## config.mk

```make
export PLATFORM = sky130hd
export DESIGN_NAME = btn_debounce_ctrl
export DESIGN_NICKNAME = d
export VERILOG_FILES = /design/src/rtl/btn_pkg.sv /design/src/rtl/btn_channel.sv /design/src/rtl/btn_debounce_ctrl.sv
export SDC_FILE = /design/constraint.sdc
export NUM_CORES = 1
export LEC_CHECK = 0
export BUFFER_PORTS_ARGS = -buffer_cell sky130_fd_sc_hd__buf_2
export CAP_MARGIN = 10
export CORE_AREA = 5 5 142 144
export DETAILED_ROUTE_END_ITERATION = 16
export DIE_AREA = 0 0 147 149
export GPL_TIMING_DRIVEN = 1
export PLACE_DENSITY = 0.79
export RECOVER_POWER = 25
export SETUP_SLACK_MARGIN = 0.1
export SLEW_MARGIN = 25
export SYNTH_ARGS = -nofsm -noshare
export SYNTH_HDL_FRONTEND = slang
export SYNTH_SLANG_ARGS = --single-unit
```

## constraint.sdc

```tcl
create_clock -name clk -period 11.9 [get_ports clk]
set_input_delay 1.785 -clock clk [delete_from_list [all_inputs] [get_ports clk]]
set_output_delay 1.785 -clock clk [all_outputs]
set_load 0.05 [all_outputs]
```

## src/rtl/btn_pkg.sv

```systemverilog
// btn_pkg -- shared definitions for the pushbutton debounce controller.
//
// Contents:
//   btn_state_t           one-hot channel state encoding (five states)
//   DEFAULT_*             default channel count and cycle constants
//   max3()                helper used to size the shared channel counter
package btn_pkg;

  // One-hot encoding: exactly one bit set per state.
  typedef enum logic [4:0] {
    IDLE        = 5'b00001,
    DEB_PRESS   = 5'b00010,
    HOLD        = 5'b00100,
    REPEAT      = 5'b01000,
    DEB_RELEASE = 5'b10000
  } btn_state_t;

  localparam int DEFAULT_N_BTN           = 4;
  localparam int DEFAULT_DEBOUNCE_CYCLES = 1_000_000;
  localparam int DEFAULT_HOLD_CYCLES     = 50_000_000;
  localparam int DEFAULT_REPEAT_CYCLES   = 10_000_000;

  function automatic int max3(input int a, input int b, input int c);
    int m;
    m = (a > b) ? a : b;
    return (m > c) ? m : c;
  endfunction

endpackage

```

## src/rtl/btn_channel.sv

```systemverilog
// btn_channel -- one pushbutton channel: optional input synchronizer, a
// press/hold/repeat/release FSM and the single counter it shares between
// phases.  Every cycle parameter must be at least 2.
//
// Ports:
//   clk      system clock
//   Reset    asynchronous, active-high reset
//   btn_raw  raw button level, 1 = pressed
//   dpb      debounced level
//   scen     one-cycle pulse per accepted press
//   mcen     pulse on press, then every REPEAT_CYCLES while repeating
//   ccen     high on every cycle of the repeat phase
//
// Configuration macro:
//   BTN_SYNC_EN  defined   -> btn_raw passes through a two-flop synchronizer
//                undefined -> btn_raw is used directly (already synchronous)
module btn_channel
  import btn_pkg::*;
#(
  parameter int DEBOUNCE_CYCLES = DEFAULT_DEBOUNCE_CYCLES,
  parameter int HOLD_CYCLES     = DEFAULT_HOLD_CYCLES,
  parameter int REPEAT_CYCLES   = DEFAULT_REPEAT_CYCLES
) (
  input  logic clk,
  input  logic Reset,
  input  logic btn_raw,
  output logic dpb,
  output logic scen,
  output logic mcen,
  output logic ccen
);

  localparam int CNT_W = $clog2(max3(DEBOUNCE_CYCLES, HOLD_CYCLES, REPEAT_CYCLES) + 1);

  localparam logic [CNT_W-1:0] CNT_ONE  = CNT_W'(1);
  localparam logic [CNT_W-1:0] CNT_MAX  = '1;
  localparam logic [CNT_W-1:0] DEB_LAST = CNT_W'(DEBOUNCE_CYCLES - 1);
  localparam logic [CNT_W-1:0] HLD_LAST = CNT_W'(HOLD_CYCLES);
  localparam logic [CNT_W-1:0] REP_LAST = CNT_W'(REPEAT_CYCLES - 1);

  logic s;

`ifdef BTN_SYNC_EN
  logic sync_meta;
  logic sync_out;

  // Two-flop synchronizer; s lags btn_raw by two cycles.
  always_ff @(posedge clk or posedge Reset) begin
    if (Reset) begin
      sync_meta <= 1'b0;
      sync_out  <= 1'b0;
    end else begin
      sync_meta <= btn_raw;
      sync_out  <= sync_meta;
    end
  end

  assign s = sync_out;
`else
  assign s = btn_raw;
`endif

  btn_state_t       state, state_next;
  logic [CNT_W-1:0] cnt, cnt_next;
  logic             dpb_next, scen_next, mcen_next, ccen_next;

  function automatic logic [CNT_W-1:0] sat_inc(input logic [CNT_W-1:0] v);
    return (v == CNT_MAX) ? v : v + CNT_ONE;
  endfunction

  // The counter means: consecutive stable samples in DEB_PRESS/DEB_RELEASE,
  // HOLD cycles elapsed in HOLD, cycles since the last MCEN in REPEAT.
  // Outputs are computed from the next state so that, once registered,
  // they line up with the state register in the same cycle.
  always_comb begin
    state_next = state;
    cnt_next   = cnt;
    case (state)
      IDLE: begin
        if (s) begin
          state_next = DEB_PRESS;
          cnt_next   = CNT_ONE;
        end else begin
          cnt_next   = '0;
        end
      end
      DEB_PRESS: begin
        if (!s) begin
          state_next = IDLE;
          cnt_next   = '0;
        end else if (cnt >= DEB_LAST) begin
          state_next = HOLD;
          cnt_next   = CNT_ONE;
        end else begin
          cnt_next   = sat_inc(cnt);
        end
      end
      HOLD: begin
        if (!s) begin
          state_next = DEB_RELEASE;
          cnt_next   = CNT_ONE;
        end else if (cnt >= HLD_LAST) begin
          state_next = REPEAT;
          cnt_next   = '0;
        end else begin
          cnt_next   = sat_inc(cnt);
        end
      end
      REPEAT: begin
        if (!s) begin
          state_next = DEB_RELEASE;
          cnt_next   = CNT_ONE;
        end else if (cnt >= REP_LAST) begin
          cnt_next   = '0;
        end else begin
          cnt_next   = sat_inc(cnt);
        end
      end
      DEB_RELEASE: begin
        if (s) begin
          // Bounce back to pressed: restart the hold phase, no new press.
          state_next = HOLD;
          cnt_next   = CNT_ONE;
        end else if (cnt >= DEB_LAST) begin
          state_next = IDLE;
          cnt_next   = '0;
        end else begin
          cnt_next   = sat_inc(cnt);
        end
      end
      default: begin
        state_next = IDLE;
        cnt_next   = '0;
      end
    endcase

    scen_next = (state == DEB_PRESS) && (state_next == HOLD);
    ccen_next = (state_next == REPEAT);
    mcen_next = scen_next || (ccen_next && (cnt_next == '0));
    dpb_next  = (state_next == HOLD) || (state_next == REPEAT) ||
                (state_next == DEB_RELEASE);
  end

  // State, counter and registered outputs.
  always_ff @(posedge clk or posedge Reset) begin
    if (Reset) begin
      state <= IDLE;
      cnt   <= '0;
      dpb   <= 1'b0;
      scen  <= 1'b0;
      mcen  <= 1'b0;
      ccen  <= 1'b0;
    end else begin
      state <= state_next;
      cnt   <= cnt_next;
      dpb   <= dpb_next;
      scen  <= scen_next;
      mcen  <= mcen_next;
      ccen  <= ccen_next;
    end
  end

endmodule

```

## src/rtl/btn_debounce_ctrl.sv

```systemverilog
// btn_debounce_ctrl -- N_BTN independent pushbutton debouncers with
// press pulse, auto-repeat pulse and continuous repeat-phase enable.
//
// Ports:
//   clk      system clock
//   Reset    asynchronous, active-high reset
//   btn_raw  [N_BTN] raw button levels, 1 = pressed
//   DPB      [N_BTN] debounced levels
//   SCEN     [N_BTN] single-cycle pulse per accepted press
//   MCEN     [N_BTN] press pulse followed by auto-repeat pulses
//   CCEN     [N_BTN] high throughout the repeat phase
//
// Configuration macro:
//   BTN_SYNC_EN  enables a two-flop input synchronizer in every channel
module btn_debounce_ctrl
  import btn_pkg::*;
#(
  parameter int N_BTN           = DEFAULT_N_BTN,
  parameter int DEBOUNCE_CYCLES = DEFAULT_DEBOUNCE_CYCLES,
  parameter int HOLD_CYCLES     = DEFAULT_HOLD_CYCLES,
  parameter int REPEAT_CYCLES   = DEFAULT_REPEAT_CYCLES
) (
  input  logic             clk,
  input  logic             Reset,
  input  logic [N_BTN-1:0] btn_raw,
  output logic [N_BTN-1:0] DPB,
  output logic [N_BTN-1:0] SCEN,
  output logic [N_BTN-1:0] MCEN,
  output logic [N_BTN-1:0] CCEN
);

  for (genvar i = 0; i < N_BTN; i++) begin : g_chan
    btn_channel #(
      .DEBOUNCE_CYCLES (DEBOUNCE_CYCLES),
      .HOLD_CYCLES     (HOLD_CYCLES),
      .REPEAT_CYCLES   (REPEAT_CYCLES)
    ) u_chan (
      .clk     (clk),
      .Reset   (Reset),
      .btn_raw (btn_raw[i]),
      .dpb     (DPB[i]),
      .scen    (SCEN[i]),
      .mcen    (MCEN[i]),
      .ccen    (CCEN[i])
    );
  end

endmodule

```

==> results of run 1 <==
## power groups by stage
stage | Combinational (W) | Sequential, W | Clock [W]
floorplan | 0.000198 | 0.000524 | 0
global placement | 0.000202 | 0.000555 | 0
detailed placement | 0.000207 | 0.000555 | 0
CTS | 0.000208 | 0.000547 | 0.000537
global route | 0.000232 | 0.000553 | 0.000555
finish | 0.000207 | 0.000548 | 0.000532
## worst register-to-register path, stage by stage (launching register included)
cell and delay [ns]:
dfrtp_1 0.40, ha_1 0.29, and4_1 0.40, nand4_1 0.50, nor3b_1 0.86, nor3_1 0.20, and3_1 0.23, o211ai_1 0.25
o21ai_1 0.12
## state kept, by name, indices dropped and copies added (netlist names)
| register | cells |
|---|---|
| g_chan.u_chan.ccen | 4 |
| g_chan.u_chan.cnt | 104 |
| g_chan.u_chan.dpb | 4 |
| g_chan.u_chan.mcen | 4 |
| g_chan.u_chan.state | 20 |
| g_chan.u_chan.scen | 4 |
## per-layer routing
layer  up-vias  part of all wire, %  GRT usage (%)
met5         -                    0              0
met4         0                  1.8           6.62
met3        60                  6.1           4.31
met2       337                   46           34.8
met1      4428                   46           31.3
li1       4333                    -              -
## placed cells by master, fill, tap and decap left out, types with 15 or more instances in the layout
cell type and count:
xor2_1 45, and3_1 31, nand2b_1 15, nand2_1 98
inv_1 27, o21ai_0 44, a21oi_1 50, clkbuf_16 17
xnor2_1 59, nand4_1 40, nand3_1 47, a211oi_1 17
nor2_1 191, buf_2 19, nor3_1 49, dfrtp_1 136
and4_1 19, nor4_1 19, or4_1 15
## synth_stat cells (28+ instances only)
| master | instances |
|---|---|
| nand4_1 | 40 |
| nor2_1 | 191 |
| and3_1 | 31 |
| o21ai_0 | 44 |
| dfrtp_1 | 136 |
| clkbuf_1 | 70 |
| a21oi_1 | 51 |
| nand3_1 | 47 |
| inv_1 | 28 |
| nand2_1 | 98 |
| xor2_1 | 45 |
| nor3_1 | 49 |
| xnor2_1 | 59 |
## worst min-delay path by stage
stage,to,slack [ns]
after global routing,g_chan[1].u_chan.cnt[1],0.61
after detailed placement,g_chan[0].u_chan.cnt[24],0.56
after global placement,g_chan[1].u_chan.cnt[1],0.55
after CTS,g_chan[0].u_chan.cnt[24],0.57
after floorplan,g_chan[3].u_chan.state[0],0.50
final,g_chan[1].u_chan.cnt[1],0.57
## stage by stage
| stage | utilization (%) | std cells | worst slack (ns) |
|---|---|---|---|
| 3_3_place_gp | 53.8 | 1396 | 8.34 |
| 2_1_floorplan | - | 1253 | 6.37 |
| 3_5_place_dp | 53.9 | 1396 | 8.49 |
| 4_1_cts | 57.0 | 1427 | 8.61 |
| 6_report | 57.0 | 1427 | 8.22 |
| 5_1_grt | 57.0 | 1427 | 7.63 |
## kinds of logic after synthesis
| group | Yosys count | share of synthesized area (%) |
|---|---|---|
| adder cells (fa/ha/maj) | 8 | 0.992 |
| flip-flops | 140 | 34.8 |
| XOR/XNOR | 104 | 9.03 |
| AND/OR/NAND/NOR | 612 | 31.6 |
| buffers and inverters | 143 | 6.30 |
| AO/OA/AOI/OAI | 233 | 15.9 |
| multiplexers | 13 | 1.38 |
## layout make-up
cell class / instances / share of cell area [%]
Sequential cell: 140 / 33.1
Clock buffer: 24 / 4.64
Clock inverter: 7 / 0.851
Timing Repair Buffer: 24 / 1.22
Multi-Input combinational cell: 970 / 56.4
Inverter: 28 / 1.00
Tap cell: 234 / 2.76
==> flow_metrics.py, run 1 <==
metrics = {
    "pwr": {
        "switchingPower_w": 0.000376,
        "p_int_w": 0.000911,
        "swShare_pct": 29.2,
        "pwr-share-clk_pct": 41.3,
        "p_leak_nw": 4.15,
        "power_frac_seq_pct": 42.6,
        "ir_drop_mv": 0.102,
        "p_per_area_mw_per_mm2": 121,
        "p_total_w": 0.00129,
        "power_frac_comb_pct": 16.1,
    },
    "grt": {
        "antenna_found_initial": 0,
        "grt_remaining_overflow": 0,
        "grt_pass1_vias": 8331,
        "grt_max_degree": 84,
        "grt_use_total_pct": 22.2,
        "grt_pass1_wl_um": 40900,
    },
    "detailed_routing": {
        "drtPass1Iterations": 6,
        "wirelength_um": 24300,
        "avgViaCountPerCell": 6.42,
        "drc": 0,
        "ant_nets": 0,
        "drt_iter0_drc": 1037,
        "vias": 9158,
        "wire_per_inst_um": 17.1,
    },
    "synthesis": {
        "synth_top_area_share_pct": 33.7,
        "syn_area_mm2": 0.0101,
        "synth_seq_cells": 140,
        "synth_nets": 1267,
        "async_flop_share_pct": 100,
        "syn_inst": 1253,
        "yosysUniqueCellTypes": 85,
        "synth.area.top_cells": "dfrtp_1 34%, nor2_1 7.1%, xnor2_1 5.1%, xor2_1 3.9%, nand2_1 3.6%",
        "yosys.area.top_type": "dfrtp_1",
        "synth_enable_flop_cells": 0,
        "synthFlopType": "dfrtp_1",
        "ys_seq_area_share_pct": 34.8,
        "yosysWarnings": 0,
        "syn-mean-instance-area_um2": 8.05,
    },
    "cells_and_area": {
        "fillerInstances": 1648,
        "multi_input_area_mm2": 0.00597,
        "areaGrowthSynthToFinish_pct": 4.96,
        "seqCellArea_mm2": 0.00351,
        "drive_gt1_share_pct": 7.80,
        "final_nets": 1195,
        "stdcell_area_mm2": 0.0106,
        "diodes": 0,
    },
    "placement": {
        "place_congestion": 0.942,
        "post-dp-hpwl_um": 16200,
        "port_buffers": 21,
        "dpl_cell_area_mm2": 0.0100,
    },
    "die": {
        "rows": 50,
        "die_y_um": 149,
        "ioPinCount": 22,
        "start_util_pct": 54.3,
        "die_x_um": 147,
        "core_mm2": 0.0186,
        "dieArea_mm2": 0.0219,
    },
    "setup_path": {
        "r2r_cells": 8,
        "critical_path_required_ns": 12.37,
        "reg2reg_to": "g_chan[1].u_chan.mcen",
        "crit_arrival_ns": 4.15,
        "critPathKind": "in -> async",
        "worst-path-stages": 3,
        "startpoint": "Reset",
        "slowest_delay_ns": 1.51,
        "worstSetupStartpointType": "input port",
        "crit_fanout": 83,
        "crit_family": "buffers and inverters",
        "slowest_stage": "clkinvlp_2",
        "reg2reg_setup_slack_ns": 8.52,
        "crit_path_cell_trace": "buf_2 -> clkinvlp_2 -> buf_6",
        "end_kind": "asynchronous set/reset pin",
        "r2r-start": "g_chan[1].u_chan.cnt[0]",
        "endpoint": "g_chan[1].u_chan.state[2]",
        "cp_num_buf_inv": 3,
    },
    "clock_tree": {
        "path_clk_slew_ns": 0.06,
        "cts_buffer_depth": 2,
        "ctsHtreeMaxLevel": 4,
        "cts.sinks": 140,
        "cts_root_buffer": "clkbuf_16",
        "cts_setup_buffers": 0,
        "postCtsResizedCells": 0,
        "cts-buffers-inserted": 17,
        "cts_tree": "yes",
        "clk_latency_ns": 0.43,
        "ctsHoldBuffers": 0,
    },
    "timing": {
        "final.period_utilization_pct": 30.9,
        "max_freq_mhz": 272,
        "hold-worst-slack_ns": 0.566,
        "setup_viol": 0,
        "skew_ns": 0.0114,
        "rsz0062_at_grt": "false",
        "setup-tns-final_ns": 0,
        "worst_slew_pin_slew_ns": 2.66,
        "finalMaxSlewViolations": 59,
        "period_minus_slack_ns": 3.68,
        "max_slew_margin_pct": -78.6,
        "final_hold_viol_count": 0,
    },
    "worst_hold_path": {
        "holdCritStartpoint": "g_chan[1].u_chan.cnt[1]",
        "holdPathStages": 2,
        "min_path_type": "reg -> reg",
    },
    "outcome": {
        "violations": "max-capacitance violations, max-slew violations",
        "status": "complete, but fails checks",
    },
    "job": {
        "maxCapViolations": 1,
    },
}
Power figures use the tool's default switching activity.
==> run 2: changes to the inputs <==
--- a/config.mk
+++ b/config.mk
@@ -5,13 +5,14 @@
 export SDC_FILE = /design/constraint.sdc
 export NUM_CORES = 1
 export LEC_CHECK = 0
+export ABC_AREA = 1
 export BUFFER_PORTS_ARGS = -buffer_cell sky130_fd_sc_hd__buf_2
 export CAP_MARGIN = 10
-export CORE_AREA = 5 5 142 144
+export CORE_AREA = 5 5 146 148
 export DETAILED_ROUTE_END_ITERATION = 16
-export DIE_AREA = 0 0 147 149
+export DIE_AREA = 0 0 151 153
 export GPL_TIMING_DRIVEN = 1
-export PLACE_DENSITY = 0.79
+export PLACE_DENSITY = 0.82
 export RECOVER_POWER = 25
 export SETUP_SLACK_MARGIN = 0.1
 export SLEW_MARGIN = 25
==> constraint.sdc (replaced) <==
create_clock -name clk -period 3.1 [get_ports clk]
set_input_delay 0.465 -clock clk [delete_from_list [all_inputs] [get_ports clk]]
set_output_delay 0.465 -clock clk [all_outputs]
set_load 0.05 [all_outputs]
==> run 2 against run 1 <==
Effect of this change:
- the run still ends with max-capacitance violations, max-slew violations left
- critical endpoint is now g_chan[1].u_chan.mcen
- die area is 5.5% higher
- combinational power rose to 4.4 times the previous value
- critical path depth grew 14
- largest power group unchanged
- clock-buffer cell count shrank 6
==> flow_metrics.py, run 2 <==
metrics = {
    "outcome": {
        "status": "complete, but fails checks",
        "violations": "max-capacitance violations, max-slew violations",
    },
    "cells_and_area": {
        "reg.largest.list": "g_chan.u_chan.cnt (104), g_chan.u_chan.state (20)",
        "regMostFlops": "g_chan.u_chan.cnt",
        "final_common_cell": "nand2_1",
        "multi_input_area_mm2": 0.00606,
        "areaGrowthSynthToFinish_pct": 7.39,
        "largest_reg_flops": 104,
        "seqCellArea_mm2": 0.00351,
        "diodes": 0,
        "fillerInstances": 1889,
        "final_nets": 1680,
        "drive_gt1_share_pct": 8.70,
        "mostFrequentLayoutCells": "444 x nand2_1, 268 x nor2_1, 216 x inv_1",
    },
    "die": {
        "die_x_um": 151,
        "dieArea_mm2": 0.0231,
        "core_mm2": 0.0199,
        "start_util_pct": 53.8,
        "die_y_um": 153,
        "ioPinCount": 22,
        "rows": 52,
    },
    "clock_tree": {
        "cts.sinks": 140,
        "cts_setup_buffers": 0,
        "clk_latency_ns": 0.43,
        "path_clk_slew_ns": 0.06,
        "cts_tree": "yes",
        "cts_buffer_depth": 2,
        "cts_root_buffer": "clkbuf_16",
        "cts-buffers-inserted": 17,
        "ctsHtreeMaxLevel": 4,
        "ctsHoldBuffers": 0,
    },
    "synthesis": {
        "synth_simple_gate_area_share_pct": 41.1,
        "syn-mean-instance-area_um2": 6.46,
        "synthFlopType": "dfrtp_1",
        "synth.area.top_cells": "dfrtp_1 32%, nand2_1 16%, nor2_1 9.4%, inv_1 7.6%, nand3_1 5.9%",
        "yosys.area.top_type": "dfrtp_1",
        "ys_seq_area_share_pct": 32.7,
        "async_flop_share_pct": 100,
        "synth_top_family_by_area": "simple AND/OR/NAND/NOR gates",
        "synth_compound_area_share_pct": 8.96,
        "yosysUniqueCellTypes": 51,
        "synth_enable_flop_cells": 0,
        "synthMuxAreaShare_pct": 0,
        "synth_nets": 1673,
        "synthAdderAreaFrac_pct": 0.934,
        "yosysWarnings": 0,
        "synth.most_common_cell": "nand2_1",
        "syn_area_mm2": 0.0107,
        "synthXorXnorAreaFrac_pct": 5.56,
        "ys_top_cells_by_count": "444 x nand2_1, 268 x nor2_1, 217 x inv_1",
        "syn_inst": 1659,
        "synth_seq_cells": 140,
        "synth_top_area_share_pct": 31.8,
    },
    "timing": {
        "finalMaxSlewViolations": 37,
        "max_slew_margin_pct": -4.29,
        "final.period_utilization_pct": 91.0,
        "final_hold_viol_count": 0,
        "setup_viol": 0,
        "worst_slew_pin_slew_ns": 1.56,
        "rsz0062_at_grt": "false",
        "fin_ws_ns": 0.279,
        "skew_ns": 0.0120,
        "period_minus_slack_ns": 2.82,
        "max_freq_mhz": 354,
        "setup-tns-final_ns": 0,
    },
    "detailed_routing": {
        "drc": 0,
        "wire_per_inst_um": 14.7,
        "vias": 10600,
        "drtPass1Iterations": 6,
        "ant_nets": 0,
        "wirelength_um": 28700,
        "avgViaCountPerCell": 5.44,
        "drt_iter0_drc": 1022,
    },
    "job": {
        "maxCapViolations": 1,
    },
    "setup_path": {
        "crit_top_cell": "nand2_1",
        "worstSetupStartpointType": "flip-flop",
        "cp_num_buf_inv": 1,
        "crit_path_cell_trace": "ha_1 -> nand3_2 -> nor2_4 -> nand3_2 -> nand2_1 -> nand2_1 -> nand3_2 -> nand3_2 -> nand2_2 -> inv_1 -> nand2_1 -> nand2_1 -> nor2_1 -> nand2_1 -> nor2_1 -> nand3_1 -> nand2_1",
        "crit_arrival_ns": 3.19,
        "startpoint": "g_chan[1].u_chan.cnt[0]",
        "r2r-start": "g_chan[1].u_chan.cnt[0]",
        "critPathKind": "reg -> reg",
        "reg2reg_to": "g_chan[1].u_chan.mcen",
        "slowest_delay_ns": 0.45,
        "crit_family": "simple AND/OR/NAND/NOR gates",
        "critical_path_required_ns": 3.47,
        "reg2reg_setup_slack_ns": 0.28,
        "end_kind": "flip-flop",
        "slowest_stage": "dfrtp_1",
        "r2r_cells": 17,
        "crit_fanout": 20,
    },
    "pwr": {
        "p_per_area_mw_per_mm2": 421,
        "ir_drop_mv": 0.342,
        "p_leak_nw": 5.82,
    },
    "grt": {
        "grt_pass1_wl_um": 47600,
        "grt_max_degree": 45,
        "antenna_found_initial": 0,
        "grt_pass1_vias": 9966,
        "grt_remaining_overflow": 0,
        "grt_use_total_pct": 25.1,
    },
    "placement": {
        "post-dp-hpwl_um": 22300,
        "port_buffers": 21,
        "place_congestion": 0.956,
        "pre_cts_slack_ns": 0.235,
    },
    "worst_hold_path": {
        "holdPathStages": 2,
        "min_path_type": "in -> reg",
        "holdPathEnd": "g_chan[3].u_chan.state[4]",
        "holdCritStartpoint": "btn_raw[3]",
    },
}
==> run 2: power breakdown <==
group	switching, W	total, W	internal, W
Combinational	0.000665	0.000906	0.000241
Sequential	0.0000732	0.00202	0.00194
Clock	0.000823	0.00192	0.00110
Total	0.00156	0.00485	0.00329
==> run 2: cell type report <==
type                    instances  area share, %
multi-input cells            1245           52.7
flip-flops and latches        140           30.5
inverters                     231           7.55
clock buffers                  18           3.73
well taps                     270           2.94
repair buffers                 31           1.54
clock inverters                14           1.08
==> run 2: timing repair <==
action | 4_1_cts | 5_1_grt
gates resized for setup | 0 | 1
setup endpoints to repair | 0 | 1
hold endpoints to repair | 0 | 0
==> run 2: how the worst max path moves through the flow <==
stage,to,depth (start not counted)
after CTS,g_chan[1].u_chan.mcen,16
after global placement,g_chan[1].u_chan.mcen,16
final,g_chan[1].u_chan.mcen,17
after floorplan,g_chan[0].u_chan.ccen,1
after global routing,g_chan[1].u_chan.mcen,17
after detailed placement,g_chan[1].u_chan.mcen,16
==> run 2: cells by family after synthesis <==
logic type,after synthesis
DFF,140
AOI/OAI and AO/OA,169
and+or+nand+nor,1000
adders and majority gates,8
xor gates and xnor gates,68
buffers and inverters,274
==> run 2: stage by stage <==
step | instances | instance area, um2 | total power (W) | hold slack (ns) | utilization [%]
2_1_floorplan | 1659 | 10700 | 0.00279 | 0.528 | -
3_3_place_gp | 1917 | 11000 | 0.00293 | 0.564 | 55.1
3_5_place_dp | 1917 | 11000 | 0.00295 | 0.562 | 55.1
4_1_cts | 1949 | 11500 | 0.00487 | 0.198 | 57.9
5_1_grt | 1949 | 11500 | 0.00509 | 0.282 | 57.8
6_report | 1949 | 11500 | 0.00485 | 0.288 | 57.8
==> run 2: layer usage <==
metal	up-vias	global-route usage (%)	wire length, um
li1	5299	-	-
met1	4838	34.5	12800
met2	391	39.6	13400
met3	72	4.71	1630
met4	0	8.81	841
met5	-	0	0
==> run 2: worst reg2reg max path: stages, from the launching register on <==
cell and delay, ns:
dfrtp_1 0.45, ha_1 0.39, nand3_2 0.17, nor2_4 0.22, nand3_2 0.08, nand2_1 0.11
nand2_1 0.08, nand3_2 0.08, nand3_2 0.13, nand2_2 0.34, inv_1 0.13, nand2_1 0.11
nand2_1 0.05, nor2_1 0.08, nand2_1 0.07, nor2_1 0.13, nand3_1 0.08, nand2_1 0.07
==> run 3: changes to the inputs <==
--- a/config.mk
+++ b/config.mk
@@ -8,14 +8,16 @@
 export ABC_AREA = 1
 export BUFFER_PORTS_ARGS = -buffer_cell sky130_fd_sc_hd__buf_2
 export CAP_MARGIN = 10
-export CORE_AREA = 5 5 146 148
+export CORE_AREA = 5 5 148 150
+export CTS_BUF_LIST = sky130_fd_sc_hd__clkbuf_8
 export DETAILED_ROUTE_END_ITERATION = 16
-export DIE_AREA = 0 0 151 153
+export DIE_AREA = 0 0 153 155
 export GPL_TIMING_DRIVEN = 1
-export PLACE_DENSITY = 0.82
+export PLACE_DENSITY = 0.8
 export RECOVER_POWER = 25
 export SETUP_SLACK_MARGIN = 0.1
 export SLEW_MARGIN = 25
 export SYNTH_ARGS = -nofsm -noshare
 export SYNTH_HDL_FRONTEND = slang
+export SYNTH_HIERARCHICAL = 1
 export SYNTH_SLANG_ARGS = --single-unit
==> constraint.sdc (replaced) <==
create_clock -name clk -period 3.25 [get_ports clk]
set_input_delay 0.4875 -clock clk [delete_from_list [all_inputs] [get_ports clk]]
set_output_delay 0.4875 -clock clk [all_outputs]
set_load 0.05 [all_outputs]
==> run 3 against run 2 <==
Effect of this change:
- the flow still finishes with violations (max-capacitance violations, max-slew violations)
- critical path depth shrank 2
- synthesized cell count grew 8.3%
- routed wire length grew 1.8%
- sequential share of layout area shrank 0.52 points
- clock-buffer cell count is the same
- first-iteration DRC count grew 34%
- setup slack gained 0.24 ns
- global-route usage shrank 0.61 points
- design area grew 1.7%
- highest routed layer unchanged
==> flow_metrics.py, run 3 <==
metrics = {
    "synthesis": {
        "synth.most_common_cell": "nand2_1",
        "yosys.area.top_type": "dfrtp_1",
        "ys_seq_area_share_pct": 31.7,
        "yosysWarnings": 6,
        "yosysUniqueCellTypes": 38,
        "synth_top_area_share_pct": 30.8,
        "syn-mean-instance-area_um2": 6.15,
        "synth.area.top_cells": "dfrtp_1 31%, nand2_1 20%, inv_1 10%, nor2_1 9.7%, nand3_1 6.7%",
        "ys_top_cells_by_count": "579 x nand2_1, 302 x inv_1, 286 x nor2_1",
        "synthFlopType": "dfrtp_1",
        "syn_area_mm2": 0.0111,
        "synth_enable_flop_cells": 0,
        "async_flop_share_pct": 100,
        "synth_nets": 1811,
        "synth_seq_cells": 140,
        "syn_inst": 1797,
    },
    "timing": {
        "fin_ws_ns": 0.519,
        "max_slew_margin_pct": -30.1,
        "final_hold_viol_count": 0,
        "finalMaxSlewViolations": 72,
        "setup_viol": 0,
        "period_minus_slack_ns": 2.73,
        "rsz0062_at_grt": "false",
        "setup-tns-final_ns": 0,
        "final.period_utilization_pct": 84.0,
        "worst_slew_pin_slew_ns": 1.95,
        "max_freq_mhz": 366,
        "skew_ns": 0.0110,
    },
    "placement": {
        "pre_cts_slack_ns": 0.568,
        "place_congestion": 1.00,
        "port_buffers": 21,
        "post-dp-hpwl_um": 22500,
    },
    "pwr": {
        "ir_drop_mv": 0.267,
        "swShare_pct": 35.2,
        "p_per_area_mw_per_mm2": 354,
        "p_int_w": 0.00269,
        "p_leak_nw": 6.69,
        "switchingPower_w": 0.00146,
        "power_frac_comb_pct": 21.0,
        "power_frac_seq_pct": 46.0,
        "pwr-share-clk_pct": 33.1,
    },
    "clock_tree": {
        "cts-buffers-inserted": 17,
        "cts_root_buffer": "clkbuf_8",
        "cts_setup_buffers": 0,
        "ctsHtreeMaxLevel": 4,
        "path_clk_slew_ns": 0.09,
        "cts_tree": "yes",
        "ctsHoldBuffers": 0,
        "clk_latency_ns": 0.46,
        "cts.sinks": 140,
        "cts_buffer_depth": 2,
        "postCtsResizedCells": 0,
    },
    "die": {
        "ioPinCount": 22,
        "die_x_um": 153,
        "die_y_um": 155,
        "start_util_pct": 53.8,
        "dieArea_mm2": 0.0237,
        "core_mm2": 0.0206,
        "rows": 53,
    },
    "setup_path": {
        "r2r-start": "g_chan[3].u_chan/cnt[1]",
        "crit_arrival_ns": 3.13,
        "critical_path_required_ns": 3.65,
        "slowest_delay_ns": 0.45,
        "end_kind": "flip-flop",
        "crit_fanout": 37,
        "worstSetupStartpointType": "flip-flop",
        "cp_num_buf_inv": 0,
        "critPathKind": "reg -> reg",
        "slowest_stage": "dfrtp_1",
        "crit_family": "simple AND/OR/NAND/NOR gates",
        "crit_top_cell": "nand2_1",
        "crit_path_cell_trace": "ha_1 -> nand3_1 -> nor2_2 -> nand2_1 -> nand2_1 -> nand2_1 -> nand4_1 -> nand3_4 -> o21ai_0 -> nand2_1 -> nor2_1 -> nand2_1 -> nor2_1 -> nand2_1 -> nand2_1",
        "startpoint": "g_chan[3].u_chan/cnt[1]",
    },
    "detailed_routing": {
        "wire_per_inst_um": 13.9,
        "avgViaCountPerCell": 5.30,
        "drtPass1Iterations": 7,
        "wirelength_um": 29200,
        "vias": 11100,
        "drt_iter0_drc": 1373,
        "ant_nets": 0,
        "drc": 0,
    },
    "cells_and_area": {
        "fillerInstances": 2038,
        "drive_gt1_share_pct": 8.21,
        "diodes": 0,
        "mostFrequentLayoutCells": "579 x nand2_1, 302 x inv_1, 286 x nor2_1",
        "final_common_cell": "nand2_1",
        "areaGrowthSynthToFinish_pct": 5.87,
        "largest_reg_flops": 104,
        "reg.largest.list": "g_chan.u_chan/cnt (104), g_chan.u_chan/state (20)",
        "regMostFlops": "g_chan.u_chan/cnt",
        "final_nets": 1828,
    },
    "outcome": {
        "violations": "max-capacitance violations, max-slew violations",
        "status": "complete, but fails checks",
    },
    "grt": {
        "grt_pass1_wl_um": 48200,
        "grt_pass1_vias": 9990,
        "grt_use_total_pct": 24.5,
        "grt_remaining_overflow": 0,
        "antenna_found_initial": 0,
        "grt_max_degree": 38,
    },
    "job": {
        "maxCapViolations": 2,
    },
    "worst_hold_path": {
        "min_path_type": "in -> async",
    },
}
-- run 3: cell count changes after synthesis, moves of 8 or more --
cell	change
a21oi_1	-37
buf_4	-15
clkbuf_1	-8
inv_1	+85
nand2_1	+135
nand3_1	+20
nand4_1	-9
nor2_1	+18
nor3_1	-28
o211ai_1	-10
o21ai_1	+10
o21ai_2	+8
xor2_1	-17
-- run 3: layout make-up --
cell class / count / area, um2 / area share, %
clock buffer: 18 / 248 / 2.12
sequential: 140 / 3510 / 30.0
inverter: 306 / 1150 / 9.81
multi-input combinational: 1324 / 6210 / 53.1
clock inverter: 14 / 119 / 1.02
tap: 275 / 344 / 2.94
timing repair buffer: 25 / 126 / 1.08
-- run 3: power by group through the flow --
| stage | Combinational (W) | Clock, W | Sequential [W] |
|---|---|---|---|
| final | 0.000869 | 0.00137 | 0.00191 |
| after floorplan | 0.000576 | 0 | 0.00200 |
| after detailed placement | 0.000863 | 0 | 0.00194 |
| after CTS | 0.000864 | 0.00141 | 0.00190 |
| after global routing | 0.000959 | 0.00147 | 0.00192 |
| after global placement | 0.000843 | 0 | 0.00194 |
-- run 3: per-layer routing --
| metal | vias up | routed length [um] | share of wire [%] | track usage, % |
|---|---|---|---|---|
| met3 | 71 | 2330 | 8.0 | 4.39 |
| met2 | 512 | 13400 | 46 | 39.9 |
| met4 | 0 | 765 | 2.6 | 7.55 |
| met1 | 5010 | 12700 | 44 | 33.4 |
| met5 | - | 0 | 0 | 0 |
| li1 | 5545 | - | - | - |
-- run 3: worst register-to-register path: cells and delay by family, from the launching register on --
| kind | cells | cell delay, ns |
|---|---|---|
| and+or+nand+nor | 13 | 1.63 |
| DFF | 1 | 0.45 |
| adders and majority gates | 1 | 0.35 |
| AOI/OAI and AO/OA | 1 | 0.25 |
-- run 3: per-stage QoR --
stage / hold slack [ns] / area [um2] / utilization (%) / cells / total power [W]
after global routing: 0.240 / 11700 / 57.0 / 2102 / 0.00435
after global placement: 0.593 / 11300 / 55.2 / 2070 / 0.00278
final: 0.198 / 11700 / 57.0 / 2102 / 0.00415
after floorplan: 0.564 / 11100 / - / 1797 / 0.00258
after detailed placement: 0.593 / 11300 / 55.2 / 2070 / 0.00280
after CTS: 0.155 / 11700 / 57.0 / 2102 / 0.00418
-- run 3: cell families after synthesis --
logic type | synth area share, %
AOI/OAI and AO/OA | 7.03
xor gates and xnor gates | 3.48
adders and majority gates | 0.905
buffers and inverters | 12.1
DFF | 31.7
and+or+nand+nor | 44.8
-- run 3: worst paths after layout --
kind,to,slack (ns),cells after the start
worst min-delay path,g_chan[1].u_chan/cnt[18],0.20,2
worst max register to register,g_chan[3].u_chan/mcen,0.52,15
worst min register to register,g_chan[3].u_chan/state[0],0.61,2
worst max-delay path,g_chan[3].u_chan/mcen,0.52,15
min in group clk,g_chan[1].u_chan/state[2],0.35,3
max in group asynchronous,g_chan[3].u_chan/cnt[13],1.30,3
